File: config.mk
export PLATFORM = sky130hd
export DESIGN_NAME = score_event_queue
export DESIGN_NICKNAME = d
export VERILOG_FILES = /design/src/rtl/score_event_queue_pkg.sv /design/src/rtl/score_event_queue_rr_arb4.sv /design/src/rtl/score_event_queue.sv
export SDC_FILE = /design/constraint.sdc
export NUM_CORES = 1
export LEC_CHECK = 0
export BUFFER_PORTS_ARGS = -buffer_cell sky130_fd_sc_hd__buf_2
export CAP_MARGIN = 10
export CORE_MARGIN = 2
export CORE_UTILIZATION = 30
export CTS_CLUSTER_DIAMETER = 60
export DETAILED_ROUTE_END_ITERATION = 12
export HOLD_SLACK_MARGIN = 0.02
export PLACE_DENSITY = 0.58
export SLEW_MARGIN = 5
export SYNTH_ARGS = -nofsm -noshare
export SYNTH_HDL_FRONTEND = slang
export SYNTH_SLANG_ARGS = --single-unit
File: constraint.sdc
create_clock -name clk -period 3.89 [get_ports clk]
set_clock_uncertainty 0.15 [all_clocks]
set_input_delay 1.167 -clock clk [delete_from_list [all_inputs] [get_ports clk]]
set_output_delay 1.167 -clock clk [all_outputs]
set_load 0.02 [all_outputs]
File: src/rtl/score_event_queue_pkg.sv
// Shared types for the score event queue: type count, FSM states, type index.
package score_pkg;
  localparam int NUM_TYPES = 4;

  typedef enum logic [1:0] {ST_IDLE, ST_PULSE, ST_GAP} state_t;

  typedef logic [1:0] type_idx_t;

  function automatic type_idx_t next_idx(input type_idx_t i);
    return i + type_idx_t'(1);
  endfunction
endpackage

File: src/rtl/score_event_queue_rr_arb4.sv
// Combinational 4-way round-robin arbiter; search begins at ptr and wraps.
module rr_arb4
  import score_pkg::*;
(
  input  logic [3:0] req,
  input  logic [1:0] ptr,
  output logic [3:0] gnt,
  output logic [1:0] gnt_idx,
  output logic       gnt_vld
);
  type_idx_t idx;

  always_comb begin
    idx     = '0;
    gnt_idx = ptr;
    gnt_vld = 1'b0;
    for (int k = 0; k < NUM_TYPES; k++) begin
      idx = ptr + type_idx_t'(k);
      if (!gnt_vld && req[idx]) begin
        gnt_vld = 1'b1;
        gnt_idx = idx;
      end
    end
    gnt = gnt_vld ? (4'b0001 << gnt_idx) : 4'b0000;
  end
endmodule

File: src/rtl/score_event_queue.sv
// Buffers per-type hit events in saturating counters and replays them as spaced
// one-hot score pulses so the downstream counter's carries can settle.
module score_event_queue
  import score_pkg::*;
#(
  parameter int DEPTH = 8,
  parameter int GAP   = 1,
  localparam int CW   = $clog2(DEPTH + 1)
) (
  input  logic          clk,
  input  logic          reset,
  input  logic [3:0]    hit,
  input  logic          clear,
  output logic          score1,
  output logic          score2,
  output logic          score3,
  output logic          score4,
  output logic          busy,
  output logic [CW+1:0] pending,
  output logic          dropped
);
  localparam int GW = $clog2(GAP + 1);

  logic [NUM_TYPES-1:0][CW-1:0] cnt_q, cnt_d;
  state_t                       state_q, state_d;
  logic [GW-1:0]                gap_q, gap_d;
  type_idx_t                    ptr_q, ptr_d;
  logic [3:0]                   score_q, score_d;
  logic                         dropped_q, dropped_d;

  logic [3:0] req, gnt, granted;
  type_idx_t  gnt_idx;
  logic       gnt_vld;
  logic       flush;

  assign flush = reset | clear;

  always_comb begin
    for (int i = 0; i < NUM_TYPES; i++) req[i] = (cnt_q[i] != '0);
  end

  rr_arb4 u_arb (
    .req     (req),
    .ptr     (ptr_q),
    .gnt     (gnt),
    .gnt_idx (gnt_idx),
    .gnt_vld (gnt_vld)
  );

  // A grant only happens from IDLE; it decrements the counter on the same edge.
  assign granted = (state_q == ST_IDLE) ? gnt : 4'b0000;

  always_comb begin
    state_d = state_q;
    gap_d   = gap_q;
    ptr_d   = ptr_q;
    score_d = 4'b0000;
    case (state_q)
      ST_IDLE: begin
        if (gnt_vld) begin
          state_d = ST_PULSE;
          score_d = gnt;
          ptr_d   = next_idx(gnt_idx);
        end
      end
      ST_PULSE: begin
        state_d = ST_GAP;
        gap_d   = GW'(GAP - 1);
      end
      ST_GAP: begin
        if (gap_q == '0) state_d = ST_IDLE;
        else             gap_d   = gap_q - GW'(1);
      end
      default: state_d = ST_IDLE;
    endcase
    if (flush) begin
      state_d = ST_IDLE;
      gap_d   = '0;
      ptr_d   = '0;
      score_d = 4'b0000;
    end
  end

  // Simultaneous hit and grant cancel out, so a full type never drops in that case.
  always_comb begin
    dropped_d = dropped_q;
    for (int i = 0; i < NUM_TYPES; i++) begin
      cnt_d[i] = cnt_q[i];
      if (hit[i] && !granted[i]) begin
        if (cnt_q[i] == CW'(DEPTH)) dropped_d = 1'b1;
        else                        cnt_d[i]  = cnt_q[i] + CW'(1);
      end else if (!hit[i] && granted[i]) begin
        cnt_d[i] = cnt_q[i] - CW'(1);
      end
    end
    if (flush) begin
      cnt_d     = '0;
      dropped_d = 1'b0;
    end
  end

  always_ff @(posedge clk) begin
    state_q   <= state_d;
    gap_q     <= gap_d;
    ptr_q     <= ptr_d;
    score_q   <= score_d;
    cnt_q     <= cnt_d;
    dropped_q <= dropped_d;
  end

  always_comb begin
    pending = '0;
    for (int i = 0; i < NUM_TYPES; i++) pending = pending + {2'b00, cnt_q[i]};
  end

  assign busy    = (pending != '0) | (state_q != ST_IDLE);
  assign dropped = dropped_q;
  assign score1  = score_q[0];
  assign score2  = score_q[1];
  assign score3  = score_q[2];
  assign score4  = score_q[3];
endmodule
==> metrics.md <==
| Metric | Value |
|---|---|
| Violated checks | `negative setup slack` |
| Diode count | `0` |
| Share of the cycle needed by the critical path after routing | `111%` |
| Count of endpoints failing setup in the final report | `3` |
| Final-stage net count | `284` |
| Unrepaired setup endpoints after global routing | `yes` |
| Width of the die | `approximately 84 µm` |
| Placeable Area | `6310 µm²` |
| Category of the worst setup path launch point | `register` |
| Clock root buffer | `sky130_fd_sc_hd__clkbuf_8` |
| Remaining number of nets flagged by the antenna check after routing | `0` |
| Data required, critical path | `2.57 ns` |
| Gate Count Post-Synth | `196` |
| Worst setup path endpoint | `busy` |
| Critical path origin | `cnt_q[9]` |
| Number of remaining DRC errors | `0` |
| Worst rel slew slack | `69.2%` |
| Area delta synth->final | `33.8%` |
| Post-synthesis register bit count | `25` |
| H-Tree Level Count | `1` |
| Initial detailed-routing violation count | `32` |
| Clock sink count | `25` |
| Initial core utilization | `between 30% and 40%` |
| Pin count of the biggest net entering global routing | `17` |
| Hold path cells | `1` |
| Die extent in y | `84.4 µm` |
| Actual slew at the worst max-slew pin | `0.449 ns` |
| Vias per inst | `5.10` |
| Full die area | `7110 µm²` |
| Net Count, Synth | `232` |
| Status | `finished with violations` |
| Biggest cell delay along the critical path | `0.54 ns` |
| Unique masters post-synth | `42` |
| Max Transition Viols Final | `0` |
| Final weighted congestion in routability-driven placement | `0.773` |
| Cells along the critical path | `fa_1 -> fa_1 -> ha_2 -> inv_2 -> fa_2 -> nand3_1 -> or4_4 -> buf_6` |
| Class of the tightest hold or removal check | `register to register` |
| Deepest clock path buffer count | `2` |
| Critical Path Fanout Max | `2` |
| Half-perimeter wire length after detailed placement | `3.43 mm` |
| Sum Neg Setup Slack | `-0.545 ns` |
| Origin of the worst min-delay path | `dropped` |
| Cell area after synthesis | `just under 2000 µm²` |
| First-pass DRT Iterations | `4` |
| Final critical-path setup slack | `-0.429 ns` |
| Max_cap viols | `0` |
| Worst flop-to-flop path startpoint | `cnt_q[11]` |
| Most frequent cell on the critical path | `sky130_fd_sc_hd__fa_1` |
| Later-pin clock latency in the skew report | `0.28 ns` |
| Row count | `29` |
| Combined global-route utilization of all metal layers | `13.2%` |
| First-pass GRT wire length | `7.61 mm` |
| Filler cell count in the final layout | `661` |
| Mean cell area of the mapped netlist | `9.88 µm²` |
| Number of global-route vias before repair | `between 1500 and 2000` |
| Number of cells on the worst reg-to-reg path | `16` |
| Register area share after synthesis | `25.8%` |
| Quantity of I/O buffers inserted on ports | `18` |
| Top-level port count | `19` |
| Initial antenna violation count | `0` |
| Place WS | `-0.222 ns` |
| Clk slew on worst S/H paths | `0.09 ns` |
| Most frequent standard cell in the layout excluding fill and tap cells | `sky130_fd_sc_hd__buf_4` |
| Number of CTS-inserted buffers | `3` |
| DRT Wirelength | `4.50 mm` |
| Setup slack of the worst register-to-register path | `0.13 ns` |
| Routed WL per cell | `13.9 µm` |
| Min cycle time layout | `~4.3 ns` |
| Via count of the routed design | `1652` |
| RR Endpoint | `cnt_q[15]` |
| Clock tree from TritonCTS | `done` |
| Number of failing hold endpoints at the final stage | `0` |
| Worst setup path class | `register to primary output` |
| Synth warnings | `0` |
| Maximum frequency from static timing analysis | `232 MHz` |
| Cell with the largest stage delay on the worst path | `sky130_fd_sc_hd__fa_2` |
| Top library cells by usage in the layout, fill and taps aside | `sky130_fd_sc_hd__buf_4, sky130_fd_sc_hd__dfxtp_1, sky130_fd_sc_hd__nor2_1` |
| Fraction of final layout cells with drive strength greater than 1 | `42.5%` |
| WP data arrival | `3.00 ns` |
| Endpoint type of the worst setup path | `primary output` |
| Global-route congestion overflow total | `0` |
| Hold-fix buffer count after cts | `0` |
[worst max-delay path: cells and delay by family (launching register included)]
| family | cells | cell delay, ns |
|---|---|---|
| adder cells (fa/ha/maj) | 4 | 1.71 |
| AND/OR/NAND/NOR | 2 | 0.49 |
| flip-flops | 1 | 0.34 |
| buffers and inverters | 2 | 0.18 |
[cell families (layout without fill, tap and decap cells)]
group,after synthesis,in the layout,synth area share (%)
AO/OA/AOI/OAI,42,42,19.5
XOR/XNOR,10,10,4.52
adder cells (fa/ha/maj),29,29,23.4
buffers and inverters,13,64,3.10
flip-flops,25,25,25.8
multiplexers,6,6,3.17
AND/OR/NAND/NOR,71,71,20.5
[per-layer routing]
metal / global-route usage, % / share of wire (%)
met5: 0 / 0
met1: 16.9 / 46
met2: 22.4 / 50
met3: 2.46 / 2.7
met4: 4.33 / 1.5
[synthesized netlist by cell type]
cell,count,area share (%)
sky130_fd_sc_hd__a211oi_1,5,1.9
sky130_fd_sc_hd__a21o_1,8,3.1
sky130_fd_sc_hd__a21oi_1,5,1.3
sky130_fd_sc_hd__a311oi_1,2,0.90
sky130_fd_sc_hd__a41o_1,1,0.52
sky130_fd_sc_hd__and2_1,1,0.32
sky130_fd_sc_hd__and3_1,5,1.6
sky130_fd_sc_hd__and3b_1,1,0.45
sky130_fd_sc_hd__buf_4,1,0.39
sky130_fd_sc_hd__buf_6,1,0.58
sky130_fd_sc_hd__clkbuf_1,3,0.58
sky130_fd_sc_hd__dfxtp_1,25,26
sky130_fd_sc_hd__fa_1,12,12
sky130_fd_sc_hd__ha_1,17,11
sky130_fd_sc_hd__inv_1,8,1.6
sky130_fd_sc_hd__mux2_2,1,0.58
sky130_fd_sc_hd__mux2i_1,5,2.6
sky130_fd_sc_hd__nand2_1,11,2.1
sky130_fd_sc_hd__nand2b_1,1,0.32
sky130_fd_sc_hd__nand3_1,5,1.3
sky130_fd_sc_hd__nor2_1,18,3.5
sky130_fd_sc_hd__nor2b_1,1,0.32
sky130_fd_sc_hd__nor3_1,5,1.3
sky130_fd_sc_hd__nor3_2,1,0.52
sky130_fd_sc_hd__nor3b_1,8,3.1
sky130_fd_sc_hd__nor4_1,3,0.97
sky130_fd_sc_hd__o21a_1,1,0.39
sky130_fd_sc_hd__o21ai_0,4,1.0
sky130_fd_sc_hd__o21ai_1,4,1.0
sky130_fd_sc_hd__o21bai_1,1,0.39
sky130_fd_sc_hd__o221ai_1,1,0.45
sky130_fd_sc_hd__o22ai_1,1,0.32
sky130_fd_sc_hd__o31ai_1,2,0.77
sky130_fd_sc_hd__o32a_1,1,0.52
sky130_fd_sc_hd__o41a_1,2,1.2
sky130_fd_sc_hd__o41ai_4,4,5.7
sky130_fd_sc_hd__or2_2,1,0.32
sky130_fd_sc_hd__or3_1,2,0.65
sky130_fd_sc_hd__or4_1,4,1.6
sky130_fd_sc_hd__or4_4,1,0.58
sky130_fd_sc_hd__or4b_2,3,1.6
sky130_fd_sc_hd__xnor2_1,10,4.5
[how the worst min path moves through the flow]
stage / to / slack (ns)
6_report: dropped / 0.40
5_1_grt: dropped / 0.43
4_1_cts: state_q[1] / 0.39
3_5_place_dp: state_q[1] / 0.37
3_3_place_gp: state_q[1] / 0.36
2_1_floorplan: cnt_q[11] / 0.33
[repair_timing]
item | in CTS | in global routing
buffers inserted | 2 | 1
pin swaps | 8 | 16
resized for setup | 6 | 36
setup endpoints to repair | 5 | 10
[sequential cells by signal, summed over array words and instances (netlist names)]
register  flops
state_q       2
ptr_q         2
cnt_q        16
score_q       4
dropped       1
[final cells by class]
class | count | area [µm²] | share of cell area (%)
clock buffers | 3 | 41.3 | 1.59
clock inverters | 1 | 5.00 | 0.193
inverters | 8 | 30.0 | 1.16
multi-input cells | 158 | 1540 | 59.3
flip-flops and latches | 25 | 512 | 19.7
well taps | 77 | 96.3 | 3.72
repair buffers | 52 | 370 | 14.3
[per-stage QoR]
stage,cell area [µm²],std cells,util (%),hold slack [ns]
after floorplan,1970,196,-,0.327
after global placement,2360,317,37.4,0.357
after detailed placement,2360,317,37.4,0.372
after CTS,2440,323,38.7,0.386
after global routing,2590,324,41.0,0.432
final,2590,324,41.0,0.401
Power is not shown: default switching activity piles up to over one toggle a cycle in this logic, so the estimate is an artifact.
